--- src/rtl/uriscv_alu_arb.sv ---
// Two-port arbiter that time-shares one combinational uriscv ALU through a single issue stage,
// capturing each result into a per-port response register held until the requester drains it.
module uriscv_alu_arb #(
   parameter bit PORT0_PRIORITY = 1'b0,
   parameter int DATA_W         = 32
) (
   input  logic              clk_i,
   input  logic              rst_ni,

   input  logic              req0_valid_i,
   output logic              req0_ready_o,
   input  logic [3:0]        req0_op_i,
   input  logic [DATA_W-1:0] req0_a_i,
   input  logic [DATA_W-1:0] req0_b_i,
   output logic              resp0_valid_o,
   input  logic              resp0_ready_i,
   output logic [DATA_W-1:0] resp0_result_o,

   input  logic              req1_valid_i,
   output logic              req1_ready_o,
   input  logic [3:0]        req1_op_i,
   input  logic [DATA_W-1:0] req1_a_i,
   input  logic [DATA_W-1:0] req1_b_i,
   output logic              resp1_valid_o,
   input  logic              resp1_ready_i,
   output logic [DATA_W-1:0] resp1_result_o,

   output logic [3:0]        alu_op_o,
   output logic [DATA_W-1:0] alu_a_o,
   output logic [DATA_W-1:0] alu_b_o,
   input  logic [DATA_W-1:0] alu_result_i,

   output logic              busy_o
);

   logic              s1_valid_q, s1_valid_d;
   logic              s1_port_q, s1_port_d;
   logic [3:0]        s1_op_q, s1_op_d;
   logic [DATA_W-1:0] s1_a_q, s1_a_d;
   logic [DATA_W-1:0] s1_b_q, s1_b_d;

   logic              resp0_valid_q, resp0_valid_d;
   logic [DATA_W-1:0] resp0_result_q, resp0_result_d;
   logic              resp1_valid_q, resp1_valid_d;
   logic [DATA_W-1:0] resp1_result_q, resp1_result_d;

   logic              last_grant_q, last_grant_d;

   logic              elig0, elig1;
   logic              cand0, cand1;
   logic              pref1;
   logic              rdy0, rdy1;
   logic              acc0, acc1;

   // Arbitration: a port is blocked only by its own op in S1 or an undrained response.
   // Ready is built from the other port's candidacy so it never loops through its own valid.
   always_comb begin
      elig0 = !(s1_valid_q && !s1_port_q) && (!resp0_valid_q || resp0_ready_i);
      elig1 = !(s1_valid_q &&  s1_port_q) && (!resp1_valid_q || resp1_ready_i);
      cand0 = req0_valid_i && elig0;
      cand1 = req1_valid_i && elig1;
      pref1 = !PORT0_PRIORITY && !last_grant_q;
      rdy0  = elig0 && !(cand1 &&  pref1);
      rdy1  = elig1 && !(cand0 && !pref1);
      acc0  = req0_valid_i && rdy0;
      acc1  = req1_valid_i && rdy1;
   end

   // Issue stage next state: operands hold when nothing is accepted.
   always_comb begin
      s1_valid_d   = acc0 | acc1;
      s1_port_d    = s1_port_q;
      s1_op_d      = s1_op_q;
      s1_a_d       = s1_a_q;
      s1_b_d       = s1_b_q;
      last_grant_d = last_grant_q;
      if (acc0) begin
         s1_port_d    = 1'b0;
         s1_op_d      = req0_op_i;
         s1_a_d       = req0_a_i;
         s1_b_d       = req0_b_i;
         last_grant_d = 1'b0;
      end else if (acc1) begin
         s1_port_d    = 1'b1;
         s1_op_d      = req1_op_i;
         s1_a_d       = req1_a_i;
         s1_b_d       = req1_b_i;
         last_grant_d = 1'b1;
      end
   end

   // Response stage next state: drain first, then capture; eligibility keeps them exclusive.
   always_comb begin
      resp0_valid_d  = resp0_valid_q;
      resp0_result_d = resp0_result_q;
      resp1_valid_d  = resp1_valid_q;
      resp1_result_d = resp1_result_q;
      if (resp0_valid_q && resp0_ready_i) resp0_valid_d = 1'b0;
      if (resp1_valid_q && resp1_ready_i) resp1_valid_d = 1'b0;
      if (s1_valid_q && !s1_port_q) begin
         resp0_valid_d  = 1'b1;
         resp0_result_d = alu_result_i;
      end
      if (s1_valid_q && s1_port_q) begin
         resp1_valid_d  = 1'b1;
         resp1_result_d = alu_result_i;
      end
   end

   always_ff @(posedge clk_i or negedge rst_ni) begin
      if (!rst_ni) begin
         s1_valid_q     <= 1'b0;
         s1_port_q      <= 1'b0;
         s1_op_q        <= 4'd0;
         s1_a_q         <= '0;
         s1_b_q         <= '0;
         resp0_valid_q  <= 1'b0;
         resp0_result_q <= '0;
         resp1_valid_q  <= 1'b0;
         resp1_result_q <= '0;
         last_grant_q   <= 1'b1;
      end else begin
         s1_valid_q     <= s1_valid_d;
         s1_port_q      <= s1_port_d;
         s1_op_q        <= s1_op_d;
         s1_a_q         <= s1_a_d;
         s1_b_q         <= s1_b_d;
         resp0_valid_q  <= resp0_valid_d;
         resp0_result_q <= resp0_result_d;
         resp1_valid_q  <= resp1_valid_d;
         resp1_result_q <= resp1_result_d;
         last_grant_q   <= last_grant_d;
      end
   end

   assign req0_ready_o   = rdy0;
   assign req1_ready_o   = rdy1;
   assign alu_op_o       = s1_op_q;
   assign alu_a_o        = s1_a_q;
   assign alu_b_o        = s1_b_q;
   assign resp0_valid_o  = resp0_valid_q;
   assign resp0_result_o = resp0_result_q;
   assign resp1_valid_o  = resp1_valid_q;
   assign resp1_result_o = resp1_result_q;
   assign busy_o         = s1_valid_q | resp0_valid_q | resp1_valid_q;

endmodule

--- config.mk ---
export PLATFORM = sky130hd
export DESIGN_NAME = uriscv_alu_arb
export DESIGN_NICKNAME = d
export VERILOG_FILES = /design/src/rtl/uriscv_alu_arb.sv
export SDC_FILE = /design/constraint.sdc
export NUM_CORES = 1
export LEC_CHECK = 0
export BUFFER_PORTS_ARGS = -buffer_cell sky130_fd_sc_hd__buf_4
export CAP_MARGIN = 20
export CORE_ASPECT_RATIO = 1.4
export CORE_UTILIZATION = 40
export DETAILED_ROUTE_END_ITERATION = 8
export PLACE_DENSITY_LB_ADDON = 0.25
export SETUP_SLACK_MARGIN = 0.05
export SLEW_MARGIN = 20
export SYNTH_ARGS = -nofsm -noshare
export SYNTH_HDL_FRONTEND = slang
export SYNTH_SLANG_ARGS = --single-unit
--- constraint.sdc ---
create_clock -name clk_i -period 3.3 [get_ports clk_i]
set_clock_uncertainty 0.15 [all_clocks]
set_input_delay 0.33 -clock clk_i [delete_from_list [all_inputs] [get_ports clk_i]]
set_output_delay 0.33 -clock clk_i [all_outputs]
set_load 0.02 [all_outputs]
==> results of run 1 <==
==> power by group through the flow <==
stage                     Clock (W)  Combinational (W)  Sequential (W)
after detailed placement          0            0.00497         0.00310
after floorplan                   0            0.00191         0.00405
after global placement            0            0.00487         0.00305
final                       0.00199            0.00493         0.00307
after global routing        0.00211            0.00526         0.00318
after CTS                   0.00203            0.00498         0.00307
==> logic make-up after synthesis <==
kind of cell,Yosys count,synth area share (%)
compound gates,140,13.1
buf+inv,61,4.61
flops,137,57.2
mux,64,12.0
simple gates,153,13.1
==> placed cells by master, fill, tap and decap left out, types with 4 or more instances in the layout <==
master / instances
sky130_fd_sc_hd__mux2_2: 64
sky130_fd_sc_hd__a21oi_1: 4
sky130_fd_sc_hd__buf_4: 314
sky130_fd_sc_hd__o21ai_0: 53
sky130_fd_sc_hd__dfrtp_1: 136
sky130_fd_sc_hd__o21ai_1: 15
sky130_fd_sc_hd__nand3_1: 68
sky130_fd_sc_hd__nor3_1: 68
sky130_fd_sc_hd__inv_6: 5
sky130_fd_sc_hd__dlygate4sd3_1: 9
sky130_fd_sc_hd__a31oi_1: 68
sky130_fd_sc_hd__clkbuf_16: 17
==> critical path, delay by kind of cell (launching register included) <==
kind / cells / cell delay, ps
and+or+nand+nor: 2 / 860
DFF: 1 / 440
buffers and inverters: 1 / 180
AOI/OAI and AO/OA: 1 / 150
==> state kept, by name (all words and copies together) (netlist names) <==
register and count:
resp0_result_o 32, alu_a_o 32, s1_valid_q 1, resp1_valid_o 1
s1_port_q 1, alu_b_o 32, resp1_result_o 32, resp0_valid_o 1
alu_op_o 4, last_grant_q 1
==> worst max-delay path by stage <==
stage	startpoint	endpoint	slack, ps	depth (start not counted)
floorplan	resp0_valid_o$_DFFE_PN0P_	req1_ready_o	1250	6
global placement	s1_port_q$_DFFE_PN0P_	alu_b_o[27]$_DFFE_PN0P_	940	6
detailed placement	s1_port_q$_DFFE_PN0P_	alu_a_o[2]$_DFFE_PN0P_	850	6
CTS	s1_port_q$_DFFE_PN0P_	req1_ready_o	760	4
global route	s1_port_q$_DFFE_PN0P_	req1_ready_o	660	4
finish	s1_port_q$_DFFE_PN0P_	req1_ready_o	780	4
==> per-layer routing <==
layer	vias up	GRT usage (%)
li1	2627	-
met2	257	40.9
met3	34	6.43
met5	-	0
met1	2737	28.2
met4	0	10.1
==> cell type report <==
class	instances	area share, %
flip-flops and latches	137	37.7
repair buffers	326	27.5
multi-input cells	357	25.4
clock buffers	18	4.72
well taps	189	2.60
clock inverters	14	2.06
==> stage by stage <==
stage	cells	util (%)	hold WS (ps)	setup slack [ps]
floorplan	555	-	-116	1250
global placement	1000	57.6	248	935
detailed placement	1000	57.6	253	854
CTS	1041	62.4	1.22	762
global route	1041	62.4	5.60	663
finish	1041	62.4	20.8	782
==> cell usage after synthesis, drive strengths merged <==
library cell | count | share of area (%)
nand3 | 70 | 5.9
and3 | 3 | 0.31
mux2 | 64 | 12
dfrtp | 136 | 57
a21oi | 4 | 0.33
a31oi | 68 | 7.1
or3 | 1 | 0.10
nor3 | 68 | 5.7
nand2b | 4 | 0.54
nand2 | 3 | 0.23
buf | 26 | 2.4
nor2 | 2 | 0.13
nor2b | 2 | 0.21
o21ai | 68 | 5.7
dfstp | 1 | 0.44
clkbuf | 35 | 2.2
==> results.py, run 1 <==
metrics = {
    "run_status": {
        "run_status": "complete, no violations",
    },
    "clock_tree": {
        "cts_made_buffers": 17,
        "hold_buffers": 9,
        "number_of_h_tree_branching_levels": 4,
        "cts_tree": "built",
        "cts-root-buf": "sky130_fd_sc_hd__clkbuf_16",
        "post-cts-setup-buffers": 0,
        "path_clk_slew_ps": 60,
        "cts.sinks": 137,
        "postCtsResizedCells": 0,
        "clk-insertion-delay-late_ps": 400,
        "max-clock-path-buffers": 2,
    },
    "detailed_routing": {
        "detailroute.wirelength.met3_um": 1450,
        "top_layer_used": "met4",
        "detail-route-antenna-nets": 0,
        "detail_route.iter0.violations": 259,
        "routed-via-count": 5655,
        "detail_route.wl_per_cell_um": 17.6,
        "detail_route.wirelength.met1_um": 7020,
        "detailedRoute.firstPassIterationCount": 4,
        "route.met2.wl_um": 9390,
        "route.final.wire_length_um": 18300,
        "detail_route.vias_per_cell": 5.43,
        "remaining_drc_errors": 0,
    },
    "place": {
        "post_dp_cell_area_um2": 8390,
        "io_buffers": 310,
        "gpl.final_weighted_congestion": 0.772,
        "dp_hpwl_um": 12500,
    },
    "power": {
        "internal_power_w": 0.00592,
        "power.total_w": 0.00999,
        "power.net_switching_w": 0.00407,
        "power.static_leakage_nw": 4.07,
        "netSwitchingFraction_pct": 40.7,
        "comb_power_share_pct": 49.4,
        "total_power_density_per_cell_area_nw_per_um2": 1100,
        "clock_share_of_power_pct": 19.9,
        "vdd_drop_max_mv": 0.474,
        "power_frac_seq_pct": 30.7,
    },
    "logic_synthesis": {
        "yosysWarningCount": 0,
        "synth_area_um2": 6000,
        "yosysSeqAreaShare_pct": 57.2,
        "syn_nets": 729,
        "synth_seq_cells": 137,
        "synthesis.instances": 555,
        "netlist-cell-type-count": 23,
        "syn_area_per_cell_um2": 10.8,
    },
    "floorplanning": {
        "boundaryPins": 311,
        "dieArea_um2": 15500,
        "placeableCoreArea_um2": 14600,
        "start_util_pct": 41.2,
        "die_y_um": 147,
        "floorplan.die.width_um": 106,
        "fp-row-count": 52,
    },
    "finish": {
        "layout-drive-gt1-share_pct": 49.4,
        "layout.area.seq_um2": 3430,
        "post-route-cell-area_um2": 9090,
        "final_nets": 1013,
        "antenna_diode_count": 0,
        "fillCellCount": 1223,
        "layout-area-overhead-vs-synth_pct": 51.6,
        "multi_input_gate_area_in_the_final_layout_um2": 2310,
    },
    "min_path": {
        "min_delay_worst_endpoint": "resp0_result_o[12]$_DFFE_PN0P_",
        "holdPathStages": 2,
        "hp-class": "primary input to register",
        "worst_hold_startpoint": "alu_result_i[12]",
    },
    "sta": {
        "timing_hold_violations_final": 0,
        "timing.final.crit_share_pct": 76.3,
        "setup-tns-final_ps": 0,
        "setup_viol": 0,
        "timing.max_slew.rel_slack_pct": 39.4,
        "post-route-min-period_ps": 2520,
        "maxClockFrequency_mhz": 397,
        "unrepaired_setup_endpoints_after_global_routing": "false",
        "tightest_slew_ps": 907,
        "maxSlewViolCount": 0,
    },
    "grt": {
        "globalRouteTotalUtil_pct": 23.9,
        "number_of_antenna_violations_at_the_first_check_in_global_routing": 0,
        "grt-ovfl-total": 0,
        "grt_first_pass_wirelength_um": 29200,
        "grt_pass1_vias": 5710,
        "grt_start_max_net_pins": 86,
    },
    "critical_path": {
        "crit_path_top_delay_cell": "sky130_fd_sc_hd__and3_4",
        "crit_path_max_fanout": 55,
        "worst-endpoint-arrival_ps": 2040,
        "cp_launch_type": "register",
        "rr_worst_depth": 6,
        "timing.critical_path.cells": "nand2b_1 > and3_4 > a21oi_1 > buf_4",
        "r2r_setup_slack_ps": 820,
        "critical_path.reg2reg.endpoint": "alu_a_o[28]$_DFFE_PN0P_",
        "setup.worst_path.class": "register to output pin",
        "crit_path_end_kind": "output pin",
        "crit_path_max_incr_delay_ps": 620,
        "reg2reg_from": "s1_port_q$_DFFE_PN0P_",
        "required_ps": 2820,
    },
    "run": {
        "drv.max_cap_violation_count": 0,
    },
}
(Power assumes the default switching activity.)
==> inputs of run 2 (changes only) <==
==> constraint.sdc (replaced) <==
create_clock -name clk_i -period 2.4 [get_ports clk_i]
set_clock_uncertainty 0.15 [all_clocks]
set_input_delay 0.24 -clock clk_i [delete_from_list [all_inputs] [get_ports clk_i]]
set_output_delay 0.24 -clock clk_i [all_outputs]
set_load 0.02 [all_outputs]
==> results.py, run 2 (synthesized netlist as in run 1, its figures left out) <==
metrics = {
    "run_status": {
        "run_status": "complete, no violations",
    },
    "grt": {
        "globalRouteTotalUtil_pct": 29.5,
        "grt_start_max_net_pins": 70,
        "grt_first_pass_wirelength_um": 35700,
        "grt-ovfl-total": 0,
        "number_of_antenna_violations_at_the_first_check_in_global_routing": 0,
        "grt_pass1_vias": 7057,
    },
    "sta": {
        "unrepaired_setup_endpoints_after_global_routing": "true",
        "timing_hold_violations_final": 0,
        "setup_viol": 0,
        "timing.final.crit_share_pct": 94.7,
        "post-route-min-period_ps": 2270,
        "maxSlewViolCount": 0,
        "timing.max_slew.rel_slack_pct": 60.9,
        "whs_ps": 40.3,
        "maxClockFrequency_mhz": 440,
        "setup-tns-final_ps": 0,
        "tightest_slew_ps": 586,
    },
    "clock_tree": {
        "path_clk_slew_ps": 60,
        "cts_made_buffers": 17,
        "clk-insertion-delay-late_ps": 410,
        "cts_tree": "built",
        "number_of_h_tree_branching_levels": 4,
        "cts-root-buf": "sky130_fd_sc_hd__clkbuf_16",
        "max-clock-path-buffers": 2,
        "cts.sinks": 137,
    },
    "critical_path": {
        "cp_launch_type": "register",
        "crit_path_max_fanout": 17,
        "crit_path_end_kind": "register",
        "worst_path_dominant_cell_family": "simple AND/OR/NAND/NOR gates",
        "worstPathBufferInverterCount": 1,
        "timing.critical_path.cells": "nor2b_2 > and3_4 > o21ai_0 > a31oi_1 > dlygate4sd3_1",
        "worst-endpoint-arrival_ps": 2450,
        "required_ps": 2580,
        "crit_path_max_incr_delay_ps": 590,
        "setup.worst_path.class": "register to register",
        "reg2reg_from": "last_grant_q$_DFFE_PN1P_",
        "crit_path_top_delay_cell": "sky130_fd_sc_hd__dlygate4sd3_1",
        "source_of_the_critical_timing_path": "last_grant_q$_DFFE_PN1P_",
    },
    "finish": {
        "final_core_util_pct": 75.5,
        "fillCellCount": 928,
        "finish.cell_count_without_fillers": 1215,
        "final_cell_mix": "sky130_fd_sc_hd__buf_4 (317), sky130_fd_sc_hd__dlygate4sd3_1 (167), sky130_fd_sc_hd__dfrtp_1 (135)",
        "layout.cells.most_common": "sky130_fd_sc_hd__buf_4",
        "final_nets": 1188,
        "layout-drive-gt1-share_pct": 43.2,
        "antenna_diode_count": 0,
        "layout-area-overhead-vs-synth_pct": 83.4,
    },
    "power": {
        "power.total_w": 0.0147,
        "vdd_drop_max_mv": 0.759,
        "power.static_leakage_nw": 4.88,
        "total_power_density_per_cell_area_nw_per_um2": 1340,
    },
    "detailed_routing": {
        "route.final.wire_length_um": 24100,
        "routed-via-count": 6816,
        "detailedRoute.firstPassIterationCount": 5,
        "remaining_drc_errors": 0,
        "detail_route.vias_per_cell": 5.61,
        "detail_route.iter0.violations": 535,
        "detail-route-antenna-nets": 0,
        "detail_route.wl_per_cell_um": 19.8,
    },
    "place": {
        "io_buffers": 310,
        "gpl.final_weighted_congestion": 0.799,
        "numPlacedInstances": 1007,
        "dp_hpwl_um": 13000,
    },
    "floorplanning": {
        "placeableCoreArea_um2": 14600,
        "die_y_um": 147,
        "boundaryPins": 311,
        "fp-row-count": 52,
        "floorplan.die.width_um": 106,
        "dieArea_um2": 15500,
        "start_util_pct": 41.2,
    },
    "min_path": {
        "hp-class": "primary input to register",
        "worst_hold_startpoint": "req1_a_i[8]",
    },
    "run": {
        "drv.max_cap_violation_count": 0,
    },
}
run 2: changes by cell type in the layout (fill, tap and decap cells not counted), moves of 2 or more:
cell                            before  now
sky130_fd_sc_hd__dlygate4sd3_1       9  167
sky130_fd_sc_hd__buf_12              2    7
sky130_fd_sc_hd__buf_4             314  317
sky130_fd_sc_hd__clkbuf_16          17   20
sky130_fd_sc_hd__nand2b_1            3    0
sky130_fd_sc_hd__nand2b_2            0    3
sky130_fd_sc_hd__and3_4              1    3
sky130_fd_sc_hd__buf_16              0    2
sky130_fd_sc_hd__nand3_2             2    0
sky130_fd_sc_hd__nand3_4             0    2
run 2: where the power goes:
group	total [W]	switching [W]	leakage, nW	internal, W
logic	0.00771	0.00420	3.01	0.00351
clock network	0.00272	0.00107	0.290	0.00166
registers	0.00428	0.000760	1.57	0.00352
total	0.0147	0.00603	4.88	0.00869
run 2: worst reg2reg max path, cell delays in order, from the launching register on:
cell and delay, ps:
sky130_fd_sc_hd__dfstp_2 390, sky130_fd_sc_hd__nor2b_2 260, sky130_fd_sc_hd__and3_4 410, sky130_fd_sc_hd__o21ai_0 190
sky130_fd_sc_hd__a31oi_1 210, sky130_fd_sc_hd__dlygate4sd3_1 590
run 2: metrics by stage:
step           setup slack (ps)  cell area, um2
3_5_place_dp                409            8520
2_1_floorplan               444            6000
5_1_grt                    40.9           11000
3_3_place_gp                488            8520
4_1_cts                    76.2           10800
6_report                    128           11000
run 2: final timing paths:
| path | endpoint | slack [ps] | cells past startpoint |
|---|---|---|---|
| setup / recovery | alu_a_o[16]$_DFFE_PN0P_ | 130 | 5 |
| max in group asynchronous | alu_b_o[28]$_DFFE_PN0P_ | 1160 | 3 |
| hold reg to reg | resp1_result_o[29]$_DFFE_PN0P_ | 360 | 1 |
| setup reg to reg | alu_a_o[16]$_DFFE_PN0P_ | 130 | 5 |
| min in group asynchronous | resp0_result_o[3]$_DFFE_PN0P_ | 220 | 2 |
| hold / removal | alu_a_o[8]$_DFFE_PN0P_ | 40 | 3 |
run 2: routing by layer:
layer / GRT usage [%] / share of wire, %
met4: 15.8 / 3.6
met2: 50.5 / 51
met1: 33.4 / 37
met3: 8.12 / 8.5
met5: 0 / 0
run 2: layout make-up:
cell class | instances | area (um2) | share of cell area, %
tap | 189 | 236 | 2.15
multi-input combinational | 360 | 2380 | 21.6
sequential | 137 | 3430 | 31.2
clock inverter | 14 | 185 | 1.68
timing repair buffer | 498 | 4340 | 39.5
clock buffer | 17 | 425 | 3.87
run 2: what timing repair did:
| action | CTS | global route |
|---|---|---|
| hold endpoints to repair | 192 | 0 |
| hold buffers | 167 | 0 |
| endpoints found under the setup margin | 0 | 9 |
| setup buffers | 0 | 4 |
| resized for setup | 0 | 18 |
==> inputs of run 3 (changes only) <==
--- a/config.mk
+++ b/config.mk
@@ -6,7 +6,7 @@
 export NUM_CORES = 1
 export LEC_CHECK = 0
 export BUFFER_PORTS_ARGS = -buffer_cell sky130_fd_sc_hd__buf_4
-export CAP_MARGIN = 20
+export CAP_MARGIN = 5
 export CORE_ASPECT_RATIO = 1.4
 export CORE_UTILIZATION = 40
 export DETAILED_ROUTE_END_ITERATION = 8
==> constraint.sdc (replaced) <==
create_clock -name clk_i -period 2.4 [get_ports clk_i]
set_clock_uncertainty 0.15 [all_clocks]
set_input_delay 0.36 -clock clk_i [delete_from_list [all_inputs] [get_ports clk_i]]
set_output_delay 0.36 -clock clk_i [all_outputs]
set_load 0.02 [all_outputs]
==> results.py, run 3 (synthesized netlist as in run 1, its figures left out) <==
metrics = {
    "sta": {
        "tightest_slew_ps": 776,
        "setup_viol": 0,
        "whs_ps": 30.8,
        "timing.final.crit_share_pct": 91.3,
        "maxSlewViolCount": 0,
        "setup-tns-final_ps": 0,
        "timing.max_slew.rel_slack_pct": 48.2,
        "unrepaired_setup_endpoints_after_global_routing": "false",
        "post-route-min-period_ps": 2190,
        "maxClockFrequency_mhz": 456,
        "timing_hold_violations_final": 0,
    },
    "clock_tree": {
        "path_clk_slew_ps": 70,
        "cts-root-buf": "sky130_fd_sc_hd__clkbuf_16",
        "cts_tree": "built",
        "post-cts-setup-buffers": 0,
        "max-clock-path-buffers": 2,
        "cts.sinks": 137,
        "clk-insertion-delay-late_ps": 400,
        "cts_made_buffers": 17,
        "number_of_h_tree_branching_levels": 4,
    },
    "critical_path": {
        "critical_path.reg2reg.endpoint": "alu_b_o[10]$_DFFE_PN0P_",
        "setup.worst_path.class": "register to output pin",
        "crit_path_max_fanout": 33,
        "rr_worst_depth": 4,
        "crit_path_end_kind": "output pin",
        "crit_path_max_incr_delay_ps": 440,
        "cp_launch_type": "register",
        "worst-endpoint-arrival_ps": 1680,
        "crit_path_top_delay_cell": "sky130_fd_sc_hd__dfrtp_1",
        "r2r_setup_slack_ps": 400,
        "required_ps": 1890,
        "reg2reg_from": "s1_port_q$_DFFE_PN0P_",
        "timing.critical_path.cells": "nand2_2 > buf_12 > nand2_1 > a21oi_1 > buf_4",
    },
    "detailed_routing": {
        "route.final.wire_length_um": 18400,
        "detail_route.wl_per_cell_um": 17.6,
        "remaining_drc_errors": 0,
        "detail-route-antenna-nets": 0,
        "detail_route.vias_per_cell": 5.41,
        "detailedRoute.firstPassIterationCount": 5,
        "routed-via-count": 5634,
        "detail_route.iter0.violations": 316,
    },
    "grt": {
        "number_of_antenna_violations_at_the_first_check_in_global_routing": 0,
        "grt-ovfl-total": 0,
        "grt_start_max_net_pins": 102,
        "grt_pass1_vias": 5650,
        "globalRouteTotalUtil_pct": 24.0,
        "grt_first_pass_wirelength_um": 29000,
    },
    "finish": {
        "layout-area-overhead-vs-synth_pct": 50.9,
        "final_core_util_pct": 62.1,
        "final_cell_mix": "sky130_fd_sc_hd__buf_4 (320), sky130_fd_sc_hd__dfrtp_1 (136), sky130_fd_sc_hd__nand3_1 (68), sky130_fd_sc_hd__nor3_1 (68), sky130_fd_sc_hd__a31oi_1 (68)",
        "layout.cells.most_common": "sky130_fd_sc_hd__buf_4",
        "fillCellCount": 1258,
        "final_nets": 1013,
        "layout-drive-gt1-share_pct": 50.5,
        "antenna_diode_count": 0,
        "finish.cell_count_without_fillers": 1041,
    },
    "floorplanning": {
        "placeableCoreArea_um2": 14600,
        "boundaryPins": 311,
        "fp-row-count": 52,
        "floorplan.die.width_um": 106,
        "die_y_um": 147,
        "dieArea_um2": 15500,
        "start_util_pct": 41.2,
    },
    "min_path": {
        "min_delay_worst_endpoint": "resp1_result_o[24]$_DFFE_PN0P_",
        "hp-class": "primary input to register",
        "worst_hold_startpoint": "alu_result_i[24]",
        "holdPathStages": 2,
    },
    "power": {
        "total_power_density_per_cell_area_nw_per_um2": 1500,
        "vdd_drop_max_mv": 0.647,
        "power.static_leakage_nw": 4.06,
        "power.total_w": 0.0136,
    },
    "place": {
        "numPlacedInstances": 1008,
        "gpl.final_weighted_congestion": 0.809,
        "io_buffers": 310,
        "dp_hpwl_um": 13000,
    },
    "run_status": {
        "run_status": "complete, no violations",
    },
    "run": {
        "drv.max_cap_violation_count": 0,
    },
}
run 3: worst max-delay path by stage:
stage	from	to	slack, ps	cells after the start
after floorplan	resp0_valid_o$_DFFE_PN0P_	req1_ready_o	320	6
after global placement	resp1_ready_i	alu_a_o[17]$_DFFE_PN0P_	450	5
after detailed placement	resp1_ready_i	alu_a_o[17]$_DFFE_PN0P_	320	5
after CTS	s1_port_q$_DFFE_PN0P_	req1_ready_o	100	5
after global routing	s1_port_q$_DFFE_PN0P_	req1_ready_o	100	5
final	s1_port_q$_DFFE_PN0P_	req1_ready_o	210	5
run 3: report_power, final:
part	internal (W)	leakage, nW	switching [W]
registers	0.00352	1.57	0.000702
clock network	0.00139	0.272	0.00110
logic	0.00303	2.22	0.00382
total	0.00794	4.06	0.00562
run 3: through the flow:
step	worst slack [ps]	area, um2
after floorplan	324	6000
after global placement	451	8460
after detailed placement	319	8460
after CTS	97.0	9040
after global routing	96.5	9050
final	209	9050
run 3: final cells by class:
cell class	count	area [um2]	area share (%)
Tap cell	189	236	2.61
Clock buffer	18	439	4.85
Clock inverter	14	129	1.42
Sequential cell	137	3430	37.9
Timing Repair Buffer	326	2500	27.7
Multi-Input combinational cell	357	2310	25.6
run 3: timing repair:
action | 4_1_cts | 5_1_grt
setup endpoints to repair | 1 | 1
hold endpoints to repair | 23 | 0
cloned | 0 | 0
gates resized for setup | 1 | 3
hold buffers | 1 | 0
run 3: routing by layer:
metal  vias to the layer above  share of wire (%)  track usage, %
li1                       2621                  -               -
met4                         0                2.4            9.93
met3                        30                8.0            7.19
met5                         -                  0               0
met2                       274                 51            41.0
met1                      2709                 39            28.0
run 3: critical path: cells and delay by family (launching register included):
family	cells	cell delay, ps
buf+inv	2	400
simple gates	2	240
flops	1	440
compound gates	1	190
